--- src/rtl/ctrl_mem_arb.sv ---
// RAM arbiter between instruction fetch and MEM-stage LDR/STR, with stall.
// Optional ack watchdog enabled by defining CTRL_MEM_ARB_TIMEOUT_EN.
module ctrl_mem_arb #(
  parameter int AW      = 16,
  parameter int DW      = 16,
  parameter int TIMEOUT = 255
) (
  input  logic          clk,
  input  logic          rst,
  input  logic          i_if_req,
  input  logic [AW-1:0] i_if_addr,
  output logic [DW-1:0] o_if_data,
  output logic          o_if_valid,
  input  logic [15:0]   i_ir_mem,
  input  logic [AW-1:0] i_mem_addr,
  input  logic [DW-1:0] i_mem_wdata,
  output logic [DW-1:0] o_mem_rdata,
  output logic          o_mem_valid,
  output logic          o_stall,
  output logic          o_ram_req,
  output logic          o_ram_we,
  output logic [AW-1:0] o_ram_addr,
  output logic [DW-1:0] o_ram_wdata,
  input  logic [DW-1:0] i_ram_rdata,
  input  logic          i_ram_ack,
  output logic          o_err
);

  typedef enum logic [1:0] {
    IDLE,
    DATA,
    FETCH
  } state_t;

  state_t state_q, state_d;

  logic [4:0] op;
  logic       is_ldr;
  logic       is_str;
  logic       data_need;
  logic       data_done;
  logic       if_done;
  logic       data_pend;
  logic       if_pend;
  logic       data_end;
  logic       fetch_end;
  logic       tmo;
  logic       unused_bits;

  assign op        = i_ir_mem[15:11];
  assign is_ldr    = (op == 5'b01101);
  assign is_str    = (op == 5'b01110);
  assign data_need = is_ldr | is_str;
  assign data_pend = data_need & ~data_done;
  assign if_pend   = i_if_req & ~if_done;
  assign o_stall   = data_pend | if_pend;

  assign unused_bits = ^{i_ir_mem[10:0], TIMEOUT[0]};

`ifdef CTRL_MEM_ARB_TIMEOUT_EN
  logic [15:0] cnt;

  // ack in the same cycle wins over the watchdog
  assign tmo = (state_q != IDLE) & ~i_ram_ack
             & (cnt == 16'(TIMEOUT - 1));

  always_ff @(posedge clk) begin
    if (!rst) begin
      cnt   <= '0;
      o_err <= 1'b0;
    end else begin
      o_err <= tmo;
      if (state_d != state_q)
        cnt <= '0;
      else if (state_q != IDLE && !i_ram_ack)
        cnt <= cnt + 16'd1;
    end
  end
`else
  assign tmo   = 1'b0;
  assign o_err = 1'b0;
`endif

  assign data_end  = (state_q == DATA)  & (i_ram_ack | tmo);
  assign fetch_end = (state_q == FETCH) & (i_ram_ack | tmo);

  always_comb begin
    state_d = state_q;
    unique case (state_q)
      IDLE: begin
        if (data_pend)    state_d = DATA;
        else if (if_pend) state_d = FETCH;
      end
      DATA: begin
        if (i_ram_ack) state_d = if_pend ? FETCH : IDLE;
        else if (tmo)  state_d = IDLE;
      end
      FETCH: begin
        if (i_ram_ack) state_d = data_pend ? DATA : IDLE;
        else if (tmo)  state_d = IDLE;
      end
      default: state_d = IDLE;
    endcase
  end

  always_ff @(posedge clk) begin
    if (!rst) begin
      state_q     <= IDLE;
      o_ram_req   <= 1'b0;
      o_ram_we    <= 1'b0;
      o_ram_addr  <= '0;
      o_ram_wdata <= '0;
      o_if_data   <= '0;
      o_if_valid  <= 1'b0;
      o_mem_rdata <= '0;
      o_mem_valid <= 1'b0;
      data_done   <= 1'b0;
      if_done     <= 1'b0;
    end else begin
      state_q     <= state_d;
      o_if_valid  <= fetch_end;
      o_mem_valid <= data_end;

      // RAM outputs are captured on entry and held until completion
      if (state_d == DATA && state_q != DATA) begin
        o_ram_req   <= 1'b1;
        o_ram_we    <= is_str;
        o_ram_addr  <= i_mem_addr;
        o_ram_wdata <= i_mem_wdata;
      end else if (state_d == FETCH && state_q != FETCH) begin
        o_ram_req  <= 1'b1;
        o_ram_we   <= 1'b0;
        o_ram_addr <= i_if_addr;
      end else if (state_d == IDLE) begin
        o_ram_req <= 1'b0;
        o_ram_we  <= 1'b0;
      end

      if (data_end) begin
        if (!i_ram_ack)  o_mem_rdata <= '0;
        else if (is_ldr) o_mem_rdata <= i_ram_rdata;
      end

      if (fetch_end)
        o_if_data <= i_ram_ack ? i_ram_rdata : '0;

      if (!o_stall) begin
        data_done <= 1'b0;
        if_done   <= 1'b0;
      end else begin
        if (data_end)  data_done <= 1'b1;
        if (fetch_end) if_done   <= 1'b1;
      end
    end
  end

endmodule

--- config.mk ---
export PLATFORM = sky130hd
export DESIGN_NAME = ctrl_mem_arb
export DESIGN_NICKNAME = d
export VERILOG_FILES = /design/src/rtl/ctrl_mem_arb.sv
export SDC_FILE = /design/constraint.sdc
export NUM_CORES = 1
export LEC_CHECK = 0
export ABC_CLOCK_PERIOD_IN_PS = 2750
export BUFFER_PORTS_ARGS = -buffer_cell sky130_fd_sc_hd__buf_4
export CORE_AREA = 2 2 82 84
export DETAILED_ROUTE_END_ITERATION = 8
export DIE_AREA = 0 0 84 86
export PLACE_DENSITY = 0.84
export SYNTH_ARGS = -nofsm -noshare
export SYNTH_HDL_FRONTEND = slang
export SYNTH_SLANG_ARGS = --single-unit
--- constraint.sdc ---
create_clock -name clk -period 2.75 [get_ports clk]
set_input_delay 0.275 -clock clk [delete_from_list [all_inputs] [get_ports clk]]
set_output_delay 0.275 -clock clk [all_outputs]
set_load 0.01 [all_outputs]
# Word-level counts from Yosys, hierarchy flattened
# Index checks and enable logic that the tools add are counted.
dict set report totals {
  reg_bits 72
  inputBits 84
  elab_cells 53
}
dict set report op_classes {
  n_eq_ne 9
  mux 17
  n_bitwise 8
  n_reduce_logical 8
}
# cell count
set op_table {}
lappend op_table {{2-to-1 mux 16 bit} 5}
lappend op_table {{== test 5 x 4 -> 1 bit (second input constant)} 2}
lappend op_table {{2-to-1 mux 2 bit} 5}
lappend op_table {{2-to-1 mux 1 bit} 6}
lappend op_table {{one-hot mux 2 bit (3 select lines)} 1}
lappend op_table {{AND 1 bit} 4}
lappend op_table {{== test 2 x 1 -> 1 bit (second input constant)} 2}
lappend op_table {{== test 2 bit (second input constant)} 2}
lappend op_table {{zero test 2 bit} 2}
lappend op_table {{!= test 2 x 1 -> 1 bit (second input constant)} 2}
lappend op_table {{AND reduction 2 bit} 2}
lappend op_table {{nonzero test 3 bit} 1}
lappend op_table {{logical AND 1 bit} 2}
lappend op_table {{!= test 2 bit (second input constant)} 1}
lappend op_table {{inverter 1 bit} 2}
lappend op_table {{OR 1 bit} 2}
lappend op_table {{nonzero test 2 bit} 1}

# Depth between registers and ports, before layout
dict set report depth {
  depth_word 10
  ltp_mapped 7
  ltp_nobuf 4
}

# Worst setup path after synthesis
# Ideal clock, no wire load.
dict set report synth_timing {
  kind {reg-to-reg}
  startpoint {register data_done}
  endpoint {register o_ram_addr[1]}
  setup_ps 129
  arrival_ps 1527
  required_ps 2621
  path_slack_ps 1094
  stages_incl_launch_ff 6
  n_path_buf 1
  cell_sequence {dfxtp_1 > nand4bb_1 > o21ai_1 > a211o_2 > buf_6 > a31oi_1}
}
dict set report synth_via {
  elab_chain_cells 8
}
# element line
set synth_lines {}
lappend synth_lines {{start: declaration} 41} ;# logic data_done;
lappend synth_lines {{start signal: assignment} 117} ;# data_done <= 1'b0;
lappend synth_lines {{start signal: assignment} 148} ;# data_done <= 1'b0;
lappend synth_lines {{start signal: assignment} 151} ;# if (data_end) data_done <= 1'b1;
lappend synth_lines {{inverter 1 bit *} 54} ;# assign data_pend = data_need & ~data_done;
lappend synth_lines {{AND 1 bit *} 54}
lappend synth_lines {{2-to-1 mux 1 bit} 99} ;# if (i_ram_ack) state_d = data_pend ? DATA : IDLE;
lappend synth_lines {{2-to-1 mux 2 bit} 99}
lappend synth_lines {{one-hot mux 2 bit (3 select lines) *} 89} ;# unique case (state_q)
lappend synth_lines {{== test 2 x 1 -> 1 bit or == test 2 bit (tied branches)} {125, 130}}
lappend synth_lines {{logical AND 1 bit, on equally long branches} {125, 130}}
lappend synth_lines {{2-to-1 mux 16 bit or nonzero test 2 bit (tied branches)} -}
lappend synth_lines {{end signal: assignment} 128} ;# o_ram_addr <= i_mem_addr;
lappend synth_lines {{end signal: assignment} 133} ;# o_ram_addr <= i_if_addr;
lappend synth_lines {{end: declaration} 22} ;# output logic [AW-1:0] o_ram_addr,
# Every way passes the cells marked *; elsewhere a longest branch is shown, timed or not.
# A chain may end at the register's enable or synchronous reset.

# Final worst setup path
dict set report layout_timing {
  startpoint {register state_q[0]}
  endpoint {register o_mem_rdata[7]}
}
dict set report layout_via {
  elab_chain_cells 3
}
# element line
set layout_lines {}
lappend layout_lines {{start: declaration} 35} ;# state_t state_q, state_d;
lappend layout_lines {{start signal: assignment} 120} ;# state_q <= state_d;
lappend layout_lines {{== test 2 x 1 -> 1 bit} 84} ;# assign data_end = (state_q == DATA) & (i_ram_ack | tmo);
lappend layout_lines {{AND 1 bit} 84}
lappend layout_lines {{AND reduction 2 bit (no line)} -}
lappend layout_lines {{end signal: assignment} 141} ;# else if (is_ldr) o_mem_rdata <= i_ram_rdata;
lappend layout_lines {{end: declaration} 17} ;# output logic [DW-1:0] o_mem_rdata,
# Every way passes these cells.

==> qor.tcl <==
set qor(ctsHoldBuffers) 0
set qor(timing_startpoint_of_the_critical_path) {state_q[0]}
set qor(cpLargestDelayFamily) {simple AND/OR/NAND/NOR gates}
set qor(yosys.area_share.adder) 0
set qor(share_of_layout_cells_above_drive_strength_1) 0.3667
set qor(drv_cap) 0
set qor(final_gp_congestion) 0.8789
set qor(synth_top_area_share) 0.4717
set qor(postSynthRegisterBits) 72
set qor(yosysWarningCount) 0
set qor(cts.htree.levels) 3
set qor(wl_per_cell_um) 15.64
set qor(hold_path.startpoint) {i_ir_mem[11]}
set qor(worstPathArrival_ns) 2.36
set qor(clock_tree_from_tritoncts) {built}
set qor(cts.root.buffer_cell) {clkbuf_8}
set qor(rsz_0062_raised_after_global_routing) {no}
set qor(synth_cell_type_count) 39
set qor(synth_compound_gate_area_share) 0.2138
set qor(vias) 3082
set qor(synth_nets) 430
set qor(netlist_instances) 346
set qor(post_drt_via_cell_ratio) 5.533
set qor(area_of_all_placed_cells_without_fillers_um2) 4320
set qor(worst-endpoint-required_ns) 2.95
set qor(synth_top_family_by_area) {compound AO/OA/AOI/OAI gates}
set qor(detail-route-antenna-nets) 0
set qor(tritoncts_num_sinks) 72
set qor(chipHeight_um) 86
set qor(cp_max_fo) 16
set qor(post_cts_resize_count) 0
set qor(fin_worst_skew_ns) 0.004844
set qor(num_io_pins) 154
set qor(num_rows) 29
set qor(slew_headroom) 0.3209
set qor(die-width_um) 84
set qor(vdd_ir_drop_max_uv) 355.1
set qor(floorplan.initialDensity) 0.4867
set qor(grt_antenna_before_repair) 0
set qor(reg_clk_slew_reported_paths_ns) 0.08
set qor(power.share.switching) 0.2521
set qor(grt_start_max_net_pins) 52
set qor(leakagePower_nw) 1.776
set qor(setup-tns-final_ns) 0
set qor(place.port_buffers) 141
set qor(min_period_over_period) 0.7837
set qor(crit_buf_inv) 0
set qor(clk-insertion-delay-late_ns) 0.33
set qor(finalHoldViolCount) 0
set qor(yosys-top-cells-area) {dfxtp_1, a21oi_1, mux2i_1}
set qor(yosys.area_share.xor_xnor) 0.01188
set qor(grt_util_all_layers) 0.2429
set qor(cts-buffers-inserted) 9
set qor(hold_class) {input pin to flip-flop}
set qor(critical_path.slowest_cell) {dfxtp_1}
set qor(die_area_um2) 7224
set qor(drtIter0Drc) 298
set qor(timing_max_transition_violations_final) 0
set qor(max_freq_ghz) 0.4640
set qor(first_pass_drt_iterations) 4
set qor(proportion_of_power_drawn_by_combinational_gates) 0.150
set qor(yosys-mux-area-fraction) 0.05242
set qor(cts_setup_buffers) 0
set qor(seq_power_share) 0.471
set qor(finalSetupViolations) 0
set qor(clock_power_share) 0.379
set qor(globalRouteOverflowTotal) 0
set qor(power.density_cell_area_nw_per_um2) 548.8
set qor(post-synth-top-area-cell) {dfxtp_1}
set qor(drc_errors) 0
set qor(syn2layout_area_growth_pct) 41.40
set qor(switchingPower_mw) 0.5978
set qor(reg_to_reg_critical_path_startpoint) {state_q[0]}
set qor(netlist_area_um2) 3055
set qor(kind_of_critical_path) {flip-flop to flip-flop}
set qor(slowest_delay_ns) 0.73
set qor(hpwl_dp_um) 6044
set qor(endpoint_kind) {flip-flop}
set qor(antenna-diode-count) 0
set qor(first_pass_grt_wire_length_um) 14320
set qor(placeableCoreArea_um2) 6277
set qor(period_needed_ns) 2.155
set qor(grt_pass1_vias) 3038
set qor(synth.avg_cell_area_um2) 8.831
set qor(placed_area_um2) 4109
set qor(synth-simple-area-share) 0.1871
set qor(tightest_slew_ns) 1.017
set qor(run_status) {completed}
set qor(worstSetupStartpointType) {flip-flop}
set qor(ys_seq_area_frac) 0.4717
set qor(clockBufferDepth) 2
set qor(internal_power_mw) 1.773
set qor(crit_chain) {and3b_1, and4bb_2, mux2i_1, nor2_1}
set qor(postRouteWirelength_um) 8709
set qor(nets) 559
[layout make-up]
| type | instances | area (µm²) |
|---|---|---|
| inverter | 3 | 11.26 |
| tap | 77 | 96.34 |
| timing repair buffer | 150 | 1126 |
| clock buffer | 10 | 127.6 |
| clock inverter | 6 | 83.83 |
| sequential | 72 | 1441 |
| fill | 543 | 1957 |
| multi-input combinational | 239 | 1434 |
[cells by family after synthesis]
kind of cell    Yosys count
simple gates            113
compound gates          107
flops                    72
buf+inv                  35
mux                      16
xor+xnor                  2
other cells               1
[power by group through the flow]
stage               sequential [mW]  combinational (mW)  clock, mW
floorplan                      1.15               0.160          0
global placement               1.14               0.350          0
detailed placement             1.14               0.355          0
CTS                            1.12               0.356      0.908
global route                   1.12               0.388      0.956
finish                         1.12               0.356      0.899
[cells in the mapped netlist (all sizes together)]
cell / instances
nor2b: 2
nand4: 1
nor3: 1
and3b: 1
inv: 1
nor2: 23
dfxtp: 72
mux2i: 16
nand3b: 2
a211o: 1
clkbuf: 14
and2: 2
buf: 18
clkinv: 2
o41ai: 16
a32oi: 1
xnor2: 1
a21oi: 33
and4bb: 1
conb: 1
or4bb: 1
or3: 1
nor4: 2
o21ai: 36
nand4bb: 1
nand3: 32
a211oi: 3
nor3b: 2
xor2: 1
nand2b: 1
a41oi: 1
a31oi: 16
nand2: 40
[stage by stage]
stage | util | hold slack (ns) | power [mW] | std cells | setup WS [ns]
after floorplan | - | 0.3760 | 1.313 | 346 | 1.094
after global placement | 0.6546 | 0.4424 | 1.488 | 541 | 0.6939
after detailed placement | 0.6546 | 0.4502 | 1.495 | 541 | 0.5838
after CTS | 0.6883 | 0.1711 | 2.380 | 557 | 0.5668
after global routing | 0.6883 | 0.1828 | 2.467 | 557 | 0.4545
final | 0.6883 | 0.1782 | 2.371 | 557 | 0.5949
[state kept, by name, indices dropped and copies added (netlist names)]
signal,cells
o_ram_addr,16
o_mem_valid,1
o_ram_req,1
o_ram_we,1
if_done,1
o_ram_wdata,16
data_done,1
o_if_data,16
o_if_valid,1
o_mem_rdata,16
state_q,2
[routing by layer]
layer | wire, µm | global-route usage | up-vias
met1 | 3456 | 0.3027 | 1416
li1 | - | - | 1511
met5 | 0 | 0 | -
met4 | 98 | 0.07625 | 0
met2 | 4223 | 0.4015 | 145
met3 | 931 | 0.07988 | 10
[final timing paths]
kind                                        to  slack, ns  cells after the start
worst max-delay path            o_mem_rdata[7]       0.59                      4
worst min-delay path                  o_ram_we       0.18                      2
worst max register to register  o_mem_rdata[7]       0.59                      4
worst min register to register    o_if_data[9]       0.46                      2
[layout by cell type (no fill, tap or decap), types with 2 or more instances in the layout]
master     count
dfxtp_1       72
a31oi_1       16
and2_1         2
nand2_1       40
clkbuf_8       9
clkinv_1       2
o21ai_1       29
nand3b_1       2
buf_4        150
clkinv_2       3
bufinv_16      2
o21ai_0        7
nor4_4         2
nor2_1        23
a211oi_2       2
o41ai_1       16
nand3_1       32
a21oi_1       33
mux2i_1       16
Note: power is estimated with default switching activity, not from simulation.
